File: config.mk
export PLATFORM = sky130hd
export DESIGN_NAME = ram_port_arbiter
export DESIGN_NICKNAME = d
export VERILOG_FILES = /design/src/rtl/ram_port_arbiter.sv
export SDC_FILE = /design/constraint.sdc
export NUM_CORES = 1
export LEC_CHECK = 0
export CAP_MARGIN = 20
export CORE_AREA = 2 2 101 103
export DETAILED_ROUTE_END_ITERATION = 8
export DIE_AREA = 0 0 103 105
export DONT_BUFFER_PORTS = 1
export PLACE_DENSITY = 0.62
export SLEW_MARGIN = 20
export SYNTH_ARGS = -nofsm -noshare
export SYNTH_HDL_FRONTEND = slang
export SYNTH_SLANG_ARGS = --single-unit
File: constraint.sdc
create_clock -name clk -period 1.4 [get_ports clk]
set_input_delay 0.28 -clock clk [delete_from_list [all_inputs] [get_ports clk]]
set_output_delay 0.28 -clock clk [all_outputs]
set_load 0.005 [all_outputs]
File: src/rtl/ram_port_arbiter.sv
// Two-master round-robin arbiter in front of a single-port synchronous RAM.
// Grants are combinational; responses return one cycle after grant with per-master read-data hold.
module ram_port_arbiter #(
    parameter int ADDR_WIDTH = 15,
    parameter int DATA_WIDTH = 32
) (
    input  logic                      clk,
    input  logic                      rstn_i,
    input  logic                      m0_req_i,
    input  logic [ADDR_WIDTH-1:0]     m0_addr_i,
    input  logic                      m0_we_i,
    input  logic [DATA_WIDTH/8-1:0]   m0_be_i,
    input  logic [DATA_WIDTH-1:0]     m0_wdata_i,
    output logic                      m0_gnt_o,
    output logic                      m0_rvalid_o,
    output logic [DATA_WIDTH-1:0]     m0_rdata_o,
    input  logic                      m1_req_i,
    input  logic [ADDR_WIDTH-1:0]     m1_addr_i,
    input  logic                      m1_we_i,
    input  logic [DATA_WIDTH/8-1:0]   m1_be_i,
    input  logic [DATA_WIDTH-1:0]     m1_wdata_i,
    output logic                      m1_gnt_o,
    output logic                      m1_rvalid_o,
    output logic [DATA_WIDTH-1:0]     m1_rdata_o,
    output logic                      ram_en_o,
    output logic                      ram_we_o,
    output logic [ADDR_WIDTH-1:0]     ram_addr_o,
    output logic [DATA_WIDTH/8-1:0]   ram_be_o,
    output logic [DATA_WIDTH-1:0]     ram_wdata_o,
    input  logic [DATA_WIDTH-1:0]     ram_rdata_i,
    output logic                      ram_bypass_en_o
);

    localparam int BE_WIDTH = DATA_WIDTH / 8;

    logic                  last_gnt;     // 1'b1 = m1 was granted most recently
    logic                  resp_valid;
    logic                  resp_owner;   // 1'b1 = response belongs to m1
    logic                  resp_is_read;
    logic [DATA_WIDTH-1:0] m0_hold;
    logic [DATA_WIDTH-1:0] m1_hold;
    logic                  gnt0;
    logic                  gnt1;
    logic                  any_gnt;
    logic                  gnt_we;

    // Round-robin grant decision; reset forces both grants low.
    always_comb begin
        gnt0 = 1'b0;
        gnt1 = 1'b0;
        if (!rstn_i) begin
            gnt0 = 1'b0;
            gnt1 = 1'b0;
        end else if (m0_req_i && m1_req_i) begin
            gnt0 = last_gnt;
            gnt1 = ~last_gnt;
        end else if (m0_req_i) begin
            gnt0 = 1'b1;
        end else if (m1_req_i) begin
            gnt1 = 1'b1;
        end else begin
            gnt0 = 1'b0;
            gnt1 = 1'b0;
        end
    end

    assign any_gnt  = gnt0 | gnt1;
    assign m0_gnt_o = gnt0;
    assign m1_gnt_o = gnt1;

    // RAM command mux from the granted master; all zero when idle.
    always_comb begin
        ram_en_o    = 1'b0;
        ram_we_o    = 1'b0;
        ram_addr_o  = {ADDR_WIDTH{1'b0}};
        ram_be_o    = {BE_WIDTH{1'b0}};
        ram_wdata_o = {DATA_WIDTH{1'b0}};
        gnt_we      = 1'b0;
        if (gnt0) begin
            ram_en_o    = 1'b1;
            ram_we_o    = m0_we_i;
            ram_addr_o  = m0_addr_i;
            ram_be_o    = m0_be_i;
            ram_wdata_o = m0_wdata_i;
            gnt_we      = m0_we_i;
        end else if (gnt1) begin
            ram_en_o    = 1'b1;
            ram_we_o    = m1_we_i;
            ram_addr_o  = m1_addr_i;
            ram_be_o    = m1_be_i;
            ram_wdata_o = m1_wdata_i;
            gnt_we      = m1_we_i;
        end else begin
            ram_en_o    = 1'b0;
            gnt_we      = 1'b0;
        end
    end

    // Priority and response tracking; an async reset discards any pending response.
    always_ff @(posedge clk or negedge rstn_i) begin
        if (!rstn_i) begin
            last_gnt     <= 1'b1;
            resp_valid   <= 1'b0;
            resp_owner   <= 1'b0;
            resp_is_read <= 1'b0;
        end else begin
            resp_valid <= any_gnt;
            if (any_gnt) begin
                last_gnt     <= gnt1;
                resp_owner   <= gnt1;
                resp_is_read <= ~gnt_we;
            end else begin
                last_gnt     <= last_gnt;
                resp_owner   <= resp_owner;
                resp_is_read <= resp_is_read;
            end
        end
    end

    // Per-master hold registers capture read data only on that master's read response.
    always_ff @(posedge clk or negedge rstn_i) begin
        if (!rstn_i) begin
            m0_hold <= {DATA_WIDTH{1'b0}};
            m1_hold <= {DATA_WIDTH{1'b0}};
        end else if (resp_valid && resp_is_read) begin
            if (resp_owner) begin
                m1_hold <= ram_rdata_i;
            end else begin
                m0_hold <= ram_rdata_i;
            end
        end else begin
            m0_hold <= m0_hold;
            m1_hold <= m1_hold;
        end
    end

    assign m0_rvalid_o = resp_valid & ~resp_owner;
    assign m1_rvalid_o = resp_valid & resp_owner;

    // Read data passes straight through on the owner's read response, otherwise the hold value.
    always_comb begin
        m0_rdata_o = m0_hold;
        m1_rdata_o = m1_hold;
        if (resp_valid && resp_is_read && !resp_owner) begin
            m0_rdata_o = ram_rdata_i;
        end else if (resp_valid && resp_is_read && resp_owner) begin
            m1_rdata_o = ram_rdata_i;
        end else begin
            m0_rdata_o = m0_hold;
            m1_rdata_o = m1_hold;
        end
    end

    assign ram_bypass_en_o = 1'b0;

endmodule

==> flow_summary.toml <==
[route]
drt_first_pass_iters = 4
wl_um = 12800
drt_iter0_drc = 121
wl_per_cell_um = 28.8
routed_via_density = 5.81
drcViolationCount = 0
ant_nets = 0
num_vias = 2581

[setup_path]
worstPathArrival_ns = 1.60
r2r_cells = 7
crit_type = "reg -> out"
start_kind = "flip-flop"
crit_fanout = 10
worst_ep_required_time_ns = 1.12
cp-end-kind = "output pin"

[timing]
grt_setup_unrepaired = "true"
maxSlewViolCount = 0
final_hold_viol_count = 68
skew_ns = 0.00798
setup-tns-final_ns = -53.55
period_minus_slack_ns = 1.88
clock.fmax_ghz = 0.532
setup_ws_ns = -0.479
min_period_over_period_pct = 134
whs_ns = -0.374
setup_viol = 142

[die]
ios = 262
fp-row-count = 36
die_area_um2 = 10800
die_w_um = 103
core-area_um2 = 9640
start_util_pct = 39.2
die_h_um = 105

[placement]
portBuffers = 0
dp_hpwl_um = 9330
post-place-ws_ns = -0.135
routabilityCongestion = 0.988

[clock_tree]
numCtsBuffers = 9
cts-htree-levels = 3
cts_buffer_depth = 2
root_buffer = "clkbuf_8"
clk_pin_slew_worst_paths_ns = 0.07
cts_tree = "built"
numClockSinks = 68
clock_latency_ns = 0.34

[synthesis]
synth_ff_type = "dfrtp_1"
netlist-cell-type-count = 21
synth_top_family_by_area = "multiplexers"
syn_avg_cell_area_um2 = 14.8
muxShareOfSynthArea_pct = 34.6
syn_area_um2 = 3780
synthTopCellsByCount = "67 x dfrtp_1, 60 x mux2_4, 51 x a22o_1, 30 x mux2_1, 11 x buf_6"
synth-simple-area-share_pct = 1.29
ys_seq_elements = 68
ys_seq_area_share_pct = 45.1
synthArstFlopShare_pct = 100
synth.area.top_cells = "dfrtp_1 44%, mux2_4 24%, a22o_1 12%"
synth_xor_area_share_pct = 0
synth_fa_ha_area_share_pct = 0
yosysMostFrequentCell = "dfrtp_1"
yosysWarnings = 0
postSynthCellCount = 256
yosysTopAreaCell = "dfrtp_1"
synth-edff-count = 0
synth_top_area_share_pct = 44.4
syn_nets = 396
synth-compound-area-share_pct = 13.8

[power_and_ir_drop]
p_leak_nw = 2.38
power_density_nw_per_um2 = 1430
irDropWorstVdd_uv = 694

[cells_and_area]
syn_to_final_growth_pct = 28.6
fin_nets = 446
drive_gt1_share_pct = 58.7
nFillCells = 844

[global_route]
grt_pass1_wl_um = 17200
gr-total-overflow = 0
grt_max_degree = 72
first_global_vias = 2683
grtUsageTotal_pct = 22.1
antenna_found_initial = 0

[worst_hold_path]
hold_class = "in -> async"

[job]
maxCapViolCount = 0

[run_status]
violations = "negative hold slack, negative setup slack"
status = "complete, but fails checks"
==> logic make-up (layout without fill, tap and decap cells) <==
group	Yosys count	in the layout
AND/OR/NAND/NOR	8	9
multiplexers	96	96
flip-flops	68	68
AO/OA/AOI/OAI	59	59
buffers and inverters	24	77
other	1	2
==> flip-flops by register name (all words and copies together) (netlist names) <==
register      cells
resp_owner        1
resp_is_read      1
m0_hold          32
m1_hold          32
resp_valid        1
last_gnt          1
==> routing by layer <==
layer / global-route usage (%) / routed length, um
met3: 9.63 / 1360
met5: 0 / 0
met4: 5.17 / 183
met1: 26.8 / 4940
met2: 35.9 / 6300
==> where the power goes <==
group | switching, mW | total, mW | internal (mW)
combinational | 0.910 | 2.52 | 1.61
clock | 0.723 | 1.46 | 0.734
sequential | 0.303 | 2.94 | 2.64
total | 1.94 | 6.92 | 4.99
==> per-stage QoR <==
step	utilization [%]	hold WS (ns)	std cells	cell area (um2)	power (mW)
final	50.4	-0.374	444	4860	6.92
after global routing	50.4	-0.402	443	4850	7.29
after CTS	48.4	-0.393	433	4660	6.90
after detailed placement	42.4	-0.0139	397	4090	5.09
after global placement	42.4	-0.0141	397	4090	5.02
after floorplan	-	-0.0156	256	3830	4.66
==> layout make-up <==
cell class | count | area [um2] | share of cell area, %
diodes | 1 | 2.50 | 0.0515
well taps | 133 | 166 | 3.43
multi-input cells | 165 | 2020 | 41.6
clock buffers | 14 | 163 | 3.35
clock inverters | 1 | 7.51 | 0.155
inverters | 4 | 15.0 | 0.309
repair buffers | 58 | 779 | 16.0
flip-flops and latches | 68 | 1700 | 35.1
==> final timing paths <==
kind | start | endpoint | slack [ns]
worst max-delay path | last_gnt$_DFFE_PN1P_ | ram_addr_o[2] | -0.48
min in group clk | ram_rdata_i[24] | m1_hold[24]$_DFFE_PN0N_ | 0.08
worst max register to register | resp_owner$_DFFE_PN0P_ | m1_hold[8]$_DFFE_PN0N_ | -0.27
max in group asynchronous | rstn_i | last_gnt$_DFFE_PN1P_ | 1.58
worst min-delay path | rstn_i | m1_hold[18]$_DFFE_PN0N_ | -0.37
worst min register to register | m0_hold[28]$_DFFE_PN0P_ | m0_hold[28]$_DFFE_PN0P_ | 0.50
==> cell usage in the layout (no fill, tap or decap), types with 2 or more instances in the layout <==
| master | instances |
|---|---|
| a211oi_1 | 2 |
| a21o_1 | 2 |
| a21oi_4 | 2 |
| a22o_1 | 46 |
| a22o_4 | 4 |
| buf_12 | 8 |
| buf_4 | 9 |
| buf_6 | 31 |
| buf_8 | 5 |
| clkbuf_1 | 3 |
| clkbuf_16 | 4 |
| clkbuf_8 | 11 |
| dfrtp_1 | 66 |
| inv_1 | 3 |
| mux2_2 | 20 |
| mux2_4 | 76 |
| nand2_1 | 3 |
| nand2_8 | 2 |
==> worst max-delay path, cell delays in order, from the launching register on <==
cell and delay [ns]:
dfstp_2 0.54, inv_2 0.05, a21oi_4 0.17, buf_6 0.12, buf_12 0.12, buf_6 0.11
a22o_1 0.15
==> timing repair <==
item	CTS	global route
setup buffers	15	14
resized for setup	78	27
pin swaps	4	18
hold endpoints to repair	68	68
cloned	6	5
endpoints found under the setup margin	123	152
Power figures use the tool's default switching activity.
